$ cat config.mk
export PLATFORM = sky130hd
export DESIGN_NAME = mux_rr_arbiter
export DESIGN_NICKNAME = d
export VERILOG_FILES = /design/src/rtl/mux_arb_pkg.sv /design/src/rtl/rr_pick.sv /design/src/rtl/mux_rr_arbiter.sv
export SDC_FILE = /design/constraint.sdc
export NUM_CORES = 1
export LEC_CHECK = 0
export ABC_AREA = 1
export CELL_PAD_IN_SITES_DETAIL_PLACEMENT = 0
export CELL_PAD_IN_SITES_GLOBAL_PLACEMENT = 1
export CORE_AREA = 5 5 59 61
export DETAILED_ROUTE_END_ITERATION = 10
export DIE_AREA = 0 0 64 66
export PLACE_DENSITY_LB_ADDON = 0.1
export SYNTH_ARGS = -nofsm -noshare
export SYNTH_HDL_FRONTEND = slang
export SYNTH_SLANG_ARGS = --single-unit
$ cat constraint.sdc
create_clock -name clk -period 2.25 [get_ports clk]
set_input_delay 0.45 -clock clk [delete_from_list [all_inputs] [get_ports clk]]
set_output_delay 0.45 -clock clk [all_outputs]
set_load 0.005 [all_outputs]
$ cat src/rtl/mux_arb_pkg.sv
// Shared types and helpers for the round-robin mux arbiter.
package mux_arb_pkg;

  localparam int unsigned N_REQ = 4;
  localparam int unsigned SEL_W = 2;

  typedef enum logic [0:0] {
    ST_IDLE,
    ST_BUSY
  } state_e;

  // Decode a requester index into a one-hot grant vector.
  function automatic logic [N_REQ-1:0] onehot4(input logic [SEL_W-1:0] s);
    logic [N_REQ-1:0] oh;
    oh    = '0;
    oh[s] = 1'b1;
    return oh;
  endfunction

endpackage

$ cat src/rtl/rr_pick.sv
// Round-robin winner selection: rotate so last_win+1 sits at bit 0, then
// priority-encode the lowest set bit and rotate the index back.
module rr_pick
  import mux_arb_pkg::*;
(
  input  logic [N_REQ-1:0] req,
  input  logic [SEL_W-1:0] last_win,
  output logic [SEL_W-1:0] winner,
  output logic             any
);

  logic [SEL_W-1:0]   start;
  logic [2*N_REQ-1:0] dbl;
  logic [N_REQ-1:0]   rot;
  logic [SEL_W-1:0]   idx;

  // Rotate-then-encode; the 2-bit add wraps modulo 4 naturally.
  always_comb begin
    start = last_win + 2'd1;
    dbl   = {req, req};
    rot   = dbl[start +: N_REQ];
    if (rot[0])      idx = 2'd0;
    else if (rot[1]) idx = 2'd1;
    else if (rot[2]) idx = 2'd2;
    else             idx = 2'd3;
    winner = start + idx;
    any    = |req;
  end

endmodule

$ cat src/rtl/mux_rr_arbiter.sv
// Round-robin arbiter sharing one 4:1 mux between four streams. A winner holds
// the select for a burst ended by its last flag, a beat limit, or a dropped
// request; every grant is followed by one idle cycle.
module mux_rr_arbiter
  import mux_arb_pkg::*;
#(
  parameter int unsigned DATA_W    = 1,
  parameter int unsigned MAX_BURST = 4
) (
  input  logic                    clk,
  input  logic                    rst_n,
  input  logic [N_REQ-1:0]        req,
  input  logic [N_REQ*DATA_W-1:0] din,
  input  logic [N_REQ-1:0]        dlast,
  input  logic                    out_ready,
  output logic [N_REQ-1:0]        grant,
  output logic [SEL_W-1:0]        sel,
  output logic                    out_valid,
  output logic [DATA_W-1:0]       out_data,
  output logic                    out_last,
  output logic                    busy
);

  localparam int unsigned CNT_W = $clog2(MAX_BURST + 1);
  localparam logic [CNT_W-1:0] LAST_CNT = CNT_W'(MAX_BURST - 1);

  state_e           state_q, state_d;
  logic [SEL_W-1:0] sel_q, sel_d;
  logic [N_REQ-1:0] grant_q, grant_d;
  logic [CNT_W-1:0] count_q, count_d;
  logic [SEL_W-1:0] last_win_q, last_win_d;

  logic [SEL_W-1:0]  winner;
  logic              any;
  logic              req_sel;
  logic              last_sel;
  logic [DATA_W-1:0] lane;

  rr_pick u_rr_pick (
    .req      (req),
    .last_win (last_win_q),
    .winner   (winner),
    .any      (any)
  );

  // Mux the selected requester's valid, last and data lane.
  always_comb begin
    req_sel  = 1'b0;
    last_sel = 1'b0;
    lane     = '0;
    for (int i = 0; i < int'(N_REQ); i++) begin
      if (sel_q == SEL_W'(i)) begin
        req_sel  = req[i];
        last_sel = dlast[i];
        lane     = din[i*DATA_W +: DATA_W];
      end
    end
  end

  // Stream outputs are gated by busy; out_last ignores out_ready.
  always_comb begin
    busy      = (state_q == ST_BUSY);
    out_valid = busy & req_sel;
    out_last  = busy & req_sel & (last_sel | (count_q == LAST_CNT));
    out_data  = busy ? lane : '0;
    grant     = grant_q;
    sel       = sel_q;
  end

  // Next-state logic: grant in IDLE, count beats and release in BUSY.
  always_comb begin
    state_d    = state_q;
    sel_d      = sel_q;
    grant_d    = grant_q;
    count_d    = count_q;
    last_win_d = last_win_q;
    unique case (state_q)
      ST_IDLE: begin
        if (any) begin
          state_d = ST_BUSY;
          sel_d   = winner;
          grant_d = onehot4(winner);
          count_d = '0;
        end
      end
      ST_BUSY: begin
        // A dropped request aborts the burst; a final transfer ends it.
        if (!req_sel || (out_ready && out_last)) begin
          state_d    = ST_IDLE;
          grant_d    = '0;
          count_d    = '0;
          last_win_d = sel_q;
        end else if (out_ready) begin
          count_d = count_q + CNT_W'(1);
        end
      end
      default: begin
        state_d = ST_IDLE;
        grant_d = '0;
      end
    endcase
  end

  // State registers; pointer resets to 3 so requester 0 wins first.
  always_ff @(posedge clk or negedge rst_n) begin
    if (!rst_n) begin
      state_q    <= ST_IDLE;
      sel_q      <= '0;
      grant_q    <= '0;
      count_q    <= '0;
      last_win_q <= 2'd3;
    end else begin
      state_q    <= state_d;
      sel_q      <= sel_d;
      grant_q    <= grant_d;
      count_q    <= count_d;
      last_win_q <= last_win_d;
    end
  end

endmodule

==> results.md, run 1 <==
* Outcome: complete, no violations
* Fmax at 468 MHz
* Die Span X at 64 um
* Max-Cap Viols at 0
* Chip Height at 66 um
* Cells after DPL at 191
* P_leak at 0.658 nW
* Count leader, synth: nand2_1
* Pwr Density at 1280 nW/um^2
* Synth cell types at 25
* Max-slew violations at 0
* Top cells by count, synth: nand2_1 (45), inv_1 (13), nand3_1 (12)
* R2R Setup Slk at 330 ps
* Pre-CTS setup slack at -160 ps
* Worst Hold End: count_q[2]$_DFFE_PN0P_
* Syn Inst Count at 128
* Netlist Area Pre-Place at 878 um^2
* Worst Hold Path Cells at 2
* Worst-path clk slew at 70 ps
* Crit Path Category: in -> out
* Drt first-iter violations at 43
* Net Sw Power at 739 uW
* Clock Tree Buf Depth at 2
* Final Skew at 2.74 ps
* R2R cell count at 13
* FILL cells at 318
* Placed wire-length estimate at 1750 um
* Sequential-to-total area share from yosys stat at 34.5%
* CP endpoint kind: output port
* Post-synthesis async set-or-reset flop share at 100%
* Ports at 25
* Critical Path RT at 1800 ps
* Number of synthesized register bits at 12
* Worst Max-Slew Pin Slew at 518 ps
* Avg WL per Cell at 10.9 um
* Ys flop type: dfrtp_1
* Arrival time worst endpoint at 1690 ps
* Post-synth EDFFs at 0
* Clk root buf: clkbuf_4
* GRT Resource Usage Total at 10.7%
* Crit-path max FO at 3
* Internal at 837 uW
* Vias per cell at 4.46
* Post-synth net total at 146
* Antenna diodes at 0
* Initial antenna violation count at 0
* Final WL at 2130 um
* Final ANT Viol Nets at 0
* Comb pwr share at 65.8%
* Vias in the first global route at 841
* Cells taking the most area after synthesis: dfrtp_1 (28%), nand2_1 (19%), nand3_1 (6.8%)
* DR DRC count at 0
* DR vias at 869
* Largest net degree at the start of global routing at 13
* Num CTS Buffers at 3
* Final setup vio count at 0
* Clock share of power at 8.3%
* CTS sink cnt at 12
* Yosys top cell by area: dfrtp_1
* Die area at 4220 um^2
* RSZ-0062 raised after global routing: no
* Final Cycle Share at 95.1%
* Port Buf Inserts at 24
* Post-route non-filler standard cell count at 195
* Row count at 20
* Layout Nets at 181
* Worst Hold Launch: count_q[2]$_DFFE_PN0P_
* Fin crit period at 2140 ps
* Share of post-route cells with drive strength above 1 at 17.9%
* Cts hold-fix bufs at 0
* Clk_lat worst skew at 260 ps
* GPL Wtd Cong at 0.693
* Reg-to-reg endpoint: grant[2]$_DFFE_PN0P_
* First-pass GRT wire length at 3740 um
* Mean Syn Cell Area at 6.86 um^2
* Post-layout worst setup margin at 111 ps
* CTS tree: built
* Setup repair bufs after CTS at 0
* Flop pwr share at 25.9%
* Final hold vios at 0
* H-tree depth at 1
* Reg2Reg Launch Point: last_win_q[0]$_DFFE_PN1P_
* Max-slew headroom at 65.3%
* GRT Residual Overflow at 0
* Starting density of the core at 30.0%
* Synth warn at 0
* Hold Crit Class: reg -> reg
* Net Sw Frac at 46.9%
* Critical Path Source Type: primary input
* Max IR drop VDD at 0.562 mV
* Iteration count of the initial detailed-routing pass at 4
* P&R area growth vs syn at 40.3%
* Yosys top cell area share at 28.5%
* Worst Setup SP: req[0]
* Core Box Area at 2930 um^2
-- power by group through the flow --
stage / Combinational [mW] / Sequential, mW / Clock, mW
after global routing: 1.17 / 0.420 / 0.156
after global placement: 1.05 / 0.404 / 0
final: 1.04 / 0.409 / 0.130
after detailed placement: 1.06 / 0.406 / 0
after floorplan: 0.699 / 0.368 / 0
after CTS: 1.06 / 0.406 / 0.143
-- worst max path at each step --
stage / slack (ps) / cells after the start / endpoint
2_1_floorplan: 530 / 13 / grant[2]$_DFFE_PN0P_
3_3_place_gp: -150 / 8 / out_last
3_5_place_dp: -160 / 8 / out_last
4_1_cts: 30 / 4 / out_data
5_1_grt: 40 / 8 / out_valid
6_report: 110 / 8 / out_valid
-- sequential cells by signal (all words and copies together) (netlist names) --
name        count
last_win_q      2
count_q         3
grant           4
busy            1
sel             2
-- critical path: stages --
cell and delay, ps:
clkdlybuf4s50_1 420, o21ai_0 160, nand2_1 60, o21ai_0 70, nand2_1 110, nand2_2 90, inv_1 60, dlygate4sd2_1 260
-- through the flow --
stage | hold slack [ps] | setup TNS (ps) | cell area (um^2) | total power, mW | utilization, %
global placement | 461 | -299 | 1200 | 1.46 | 41.0
global route | 502 | 0 | 1230 | 1.75 | 42.1
CTS | 486 | 0 | 1230 | 1.61 | 42.0
detailed placement | 468 | -324 | 1200 | 1.47 | 41.0
floorplan | 154 | 0 | 878 | 1.07 | -
finish | 478 | 0 | 1230 | 1.58 | 42.1
-- layout make-up --
| cell class | count | area (um^2) | share of cell area (%) |
|---|---|---|---|
| flip-flops and latches | 12 | 305 | 24.8 |
| well taps | 33 | 41.3 | 3.35 |
| repair buffers | 32 | 300 | 24.4 |
| multi-input cells | 97 | 495 | 40.2 |
| inverters | 17 | 63.8 | 5.18 |
| clock buffers | 4 | 26.3 | 2.13 |
-- what timing repair did --
item,4_1_cts,5_1_grt
pin swaps,1,0
cloned,0,0
endpoints found under the setup margin,3,1
gates resized for setup,4,2
hold endpoints to repair,0,0
-- per-layer routing --
| layer | up-vias | GRT usage, % | share of wire [%] | wire length, um |
|---|---|---|---|---|
| met2 | 15 | 16.1 | 44 | 946 |
| li1 | 473 | - | - | - |
| met4 | 0 | 2.34 | 0 | 0 |
| met1 | 381 | 15.2 | 50 | 1060 |
| met5 | - | 0 | 0 | 0 |
| met3 | 0 | 3.06 | 5.6 | 120 |
-- logic make-up after synthesis --
group,synth area share (%)
AO/OA/AOI/OAI,9.54
buffers and inverters,9.40
adder cells (fa/ha/maj),4.27
AND/OR/NAND/NOR,42.3
flip-flops,34.5
-- cell usage in the layout (no fill, tap or decap) --
cell,n
o22ai_1,1
clkdlybuf4s50_1,21
o21ai_1,5
a21boi_0,1
nand2_4,2
nand3b_1,4
dlygate4sd2_1,2
clkbuf_1,1
dfrtp_1,8
a31oi_1,1
clkbuf_4,3
inv_1,13
nor2_1,7
buf_4,8
dfstp_2,2
nor2_4,1
ha_1,3
dfrtp_2,2
nor2_2,2
nand3_1,12
nor3_1,3
dlymetal6s2s_1,1
a21oi_1,1
nand2_2,4
o21bai_1,1
nand2_1,44
o21ai_0,3
inv_2,4
o21bai_2,1
nor4_1,1
No activity file was read; power rests on OpenSTA's default activity.
==> run 2, diff against run 1 <==
CORE_AREA = 3 3 57 59   (was 5 5 59 61)
DIE_AREA = 0 0 60 62   (was 0 0 64 66)
==> results.md, run 2 (synthesis gave the netlist of run 1 again) <==
* Final ANT Viol Nets at 0 (unchanged)
* Share of post-route cells with drive strength above 1 at 17.8% (was 17.9%)
* Final Skew at 3.75 ps (was 2.74 ps)
* Antenna diodes at 0 (unchanged)
* Post-layout worst setup margin at 121 ps (was 111 ps)
* Clk_lat worst skew at 260 ps (about the same)
* Worst-path clk slew at 70 ps (about the same)
* Die Span X at 60 um (was 64 um)
* Crit-path max FO at 3 (unchanged)
* Clock share of power at 8.6% (was 8.3%)
* Max-slew violations at 0 (unchanged)
* Ports at 25 (unchanged)
* Num CTS Buffers at 3 (unchanged)
* Pwr Total at 1.57 mW (was 1.58 mW)
* H-tree depth at 1 (unchanged)
* GRT Resource Usage Total at 11.4% (was 10.7%)
* Flop pwr share at 25.3% (was 25.9%)
* Iteration count of the initial detailed-routing pass at 4 (unchanged)
* Avg WL per Cell at 10.3 um (was 10.9 um)
* Critical Path RT at 1800 ps (about the same)
* Final setup vio count at 0 (unchanged)
* Commonest non-fill, non-tap cell in the layout: nand2_1 (unchanged)
* Fin Hold WS at 475 ps (was 478 ps)
* Drt first-iter violations at 23 (was 43)
* Chip Height at 62 um (was 66 um)
* Net Sw Power at 728 uW (was 739 uW)
* Largest register FFs at 4 (unchanged)
* Internal at 838 uW (was 837 uW)
* DR DRC count at 0 (unchanged)
* Placed wire-length estimate at 1620 um (was 1750 um)
* Net Sw Frac at 46.5% (was 46.9%)
* Fmax at 470 MHz (was 468 MHz)
* Die area at 3720 um^2 (was 4220 um^2)
* Largest net degree at the start of global routing at 13 (unchanged)
* Vias per cell at 4.62 (was 4.46)
* Placed Area at 1210 um^2 (was 1200 um^2)
* Worst Hold Path Cells at 2 (unchanged)
* Post-route non-filler standard cell count at 194 (was 195)
* Arrival time worst endpoint at 1680 ps (was 1690 ps)
* Most frequent cells in the layout: nand2_1 (44), clkdlybuf4s50_1 (21), inv_1 (13), nand3_1 (12) (unchanged)
* CP endpoint kind: output port (unchanged)
* P_leak at 0.664 nW (was 0.658 nW)
* Pre-CTS setup slack at -144 ps (was -160 ps)
* Port Buf Inserts at 24 (unchanged)
* Worst Hold End: count_q[2]$_DFFE_PN0P_ (unchanged)
* P&R area growth vs syn at 40.7% (was 40.3%)
* R2R Setup Slk at 330 ps (about the same)
* CP max-delay cell: clkdlybuf4s50_1 (unchanged)
* Final WL at 2000 um (was 2130 um)
* Fin crit period at 2130 ps (was 2140 ps)
* CTS sink cnt at 12 (unchanged)
* Crit Path Category: in -> out (unchanged)
* Core Box Area at 2760 um^2 (was 2930 um^2)
* Row count at 19 (was 20)
* Final hold vios at 0 (unchanged)
* Cells after DPL at 190 (was 191)
* Max IR drop VDD at 0.661 mV (was 0.562 mV)
* Finished Cell Area at 1240 um^2 (was 1230 um^2)
* Max-Cap Viols at 0 (unchanged)
* R2R cell count at 13 (unchanged)
* Final Cycle Share at 94.6% (was 95.1%)
* GRT Residual Overflow at 0 (unchanged)
* Hold Crit Class: reg -> reg (unchanged)
* Critical path, cell by cell: clkdlybuf4s50_1 -> o21ai_0 -> nand2_1 -> o21ai_0 -> nand2_1 -> nand2_2 -> inv_1 -> dlygate4sd2_1 (unchanged)
* Reg-to-reg endpoint: grant[2]$_DFFE_PN0P_ (unchanged)
* Setup TNS at 0 ps (unchanged)
* Layout Nets at 182 (was 181)
* Worst Hold Launch: count_q[2]$_DFFE_PN0P_ (unchanged)
* Max-slew headroom at 64.4% (was 65.3%)
* Critical Path Source Type: primary input (unchanged)
* Slowest Stage Delay on Critical Path at 420 ps (about the same)
* RSZ-0062 raised after global routing: no (unchanged)
* Setup repair bufs after CTS at 0 (unchanged)
* Core Util, Final at 44.8% (was 42.1%)
* Vias in the first global route at 821 (was 841)
* Reg2Reg Launch Point: last_win_q[0]$_DFFE_PN1P_ (unchanged)
* Starting density of the core at 31.9% (was 30.0%)
* First-pass GRT wire length at 3320 um (was 3740 um)
* GPL Wtd Cong at 0.709 (was 0.693)
* Comb pwr share at 66.1% (was 65.8%)
* Pwr Density at 1270 nW/um^2 (was 1280 nW/um^2)
* Clk root buf: clkbuf_4 (unchanged)
* Clock Tree Buf Depth at 2 (unchanged)
* DR vias at 896 (was 869)
* Worst Max-Slew Pin Slew at 533 ps (was 518 ps)
* CTS tree: built (unchanged)
* Initial antenna violation count at 0 (unchanged)
* Outcome: complete, no violations (unchanged)
## run 2: repair_timing
action / 4_1_cts / 5_1_grt
pin swaps: 1 / 1
gates resized for setup: 3 / 2
setup endpoints to repair: 2 / 1
hold buffers: 0 / 0
## run 2: worst max-delay path: cells and delay by family
kind | cells | cell delay, ps
AOI/OAI and AO/OA | 2 | 240
buffers and inverters | 3 | 740
and+or+nand+nor | 3 | 260
## run 2: cell type report
| type | instances | area [um^2] |
|---|---|---|
| sequential | 12 | 304 |
| clock buffer | 4 | 26.3 |
| fill | 299 | 1520 |
| inverter | 17 | 63.8 |
| tap | 31 | 38.8 |
| multi-input combinational | 97 | 495 |
| timing repair buffer | 33 | 308 |
## run 2: power by group through the flow
stage	registers [mW]	logic, mW	clock network [mW]
6_report	0.396	1.03	0.135
5_1_grt	0.412	1.18	0.151
4_1_cts	0.395	1.05	0.144
3_5_place_dp	0.397	1.06	0
3_3_place_gp	0.398	1.05	0
2_1_floorplan	0.368	0.699	0
## run 2: worst max-delay path by stage
stage                         startpoint                    to  slack, ps  depth (start not counted)
6_report                          req[0]             out_valid        120                          8
4_1_cts               sel[1]$_DFFE_PN0P_              out_data          5                          4
3_3_place_gp                      req[0]              out_last       -150                          8
3_5_place_dp                      req[1]              out_last       -140                          8
5_1_grt                           req[0]             out_valid         20                          8
2_1_floorplan  last_win_q[0]$_DFFE_PN1P_  grant[2]$_DFFE_PN0P_        530                         13
## run 2: routing by layer
layer / routed length, um / track usage, % / vias to the layer above
li1: - / - / 482
met1: 1040 / 15.7 / 387
met2: 786 / 18.4 / 25
met3: 152 / 2.89 / 2
met4: 15 / 2.22 / 0
met5: 0 / 0 / -
==> run 3, diff against run 2 <==
CAP_MARGIN = 15   (was not set)
==> results of run 3 <==
Same layout as run 2: the final DEF is identical, and so are final timing and power.
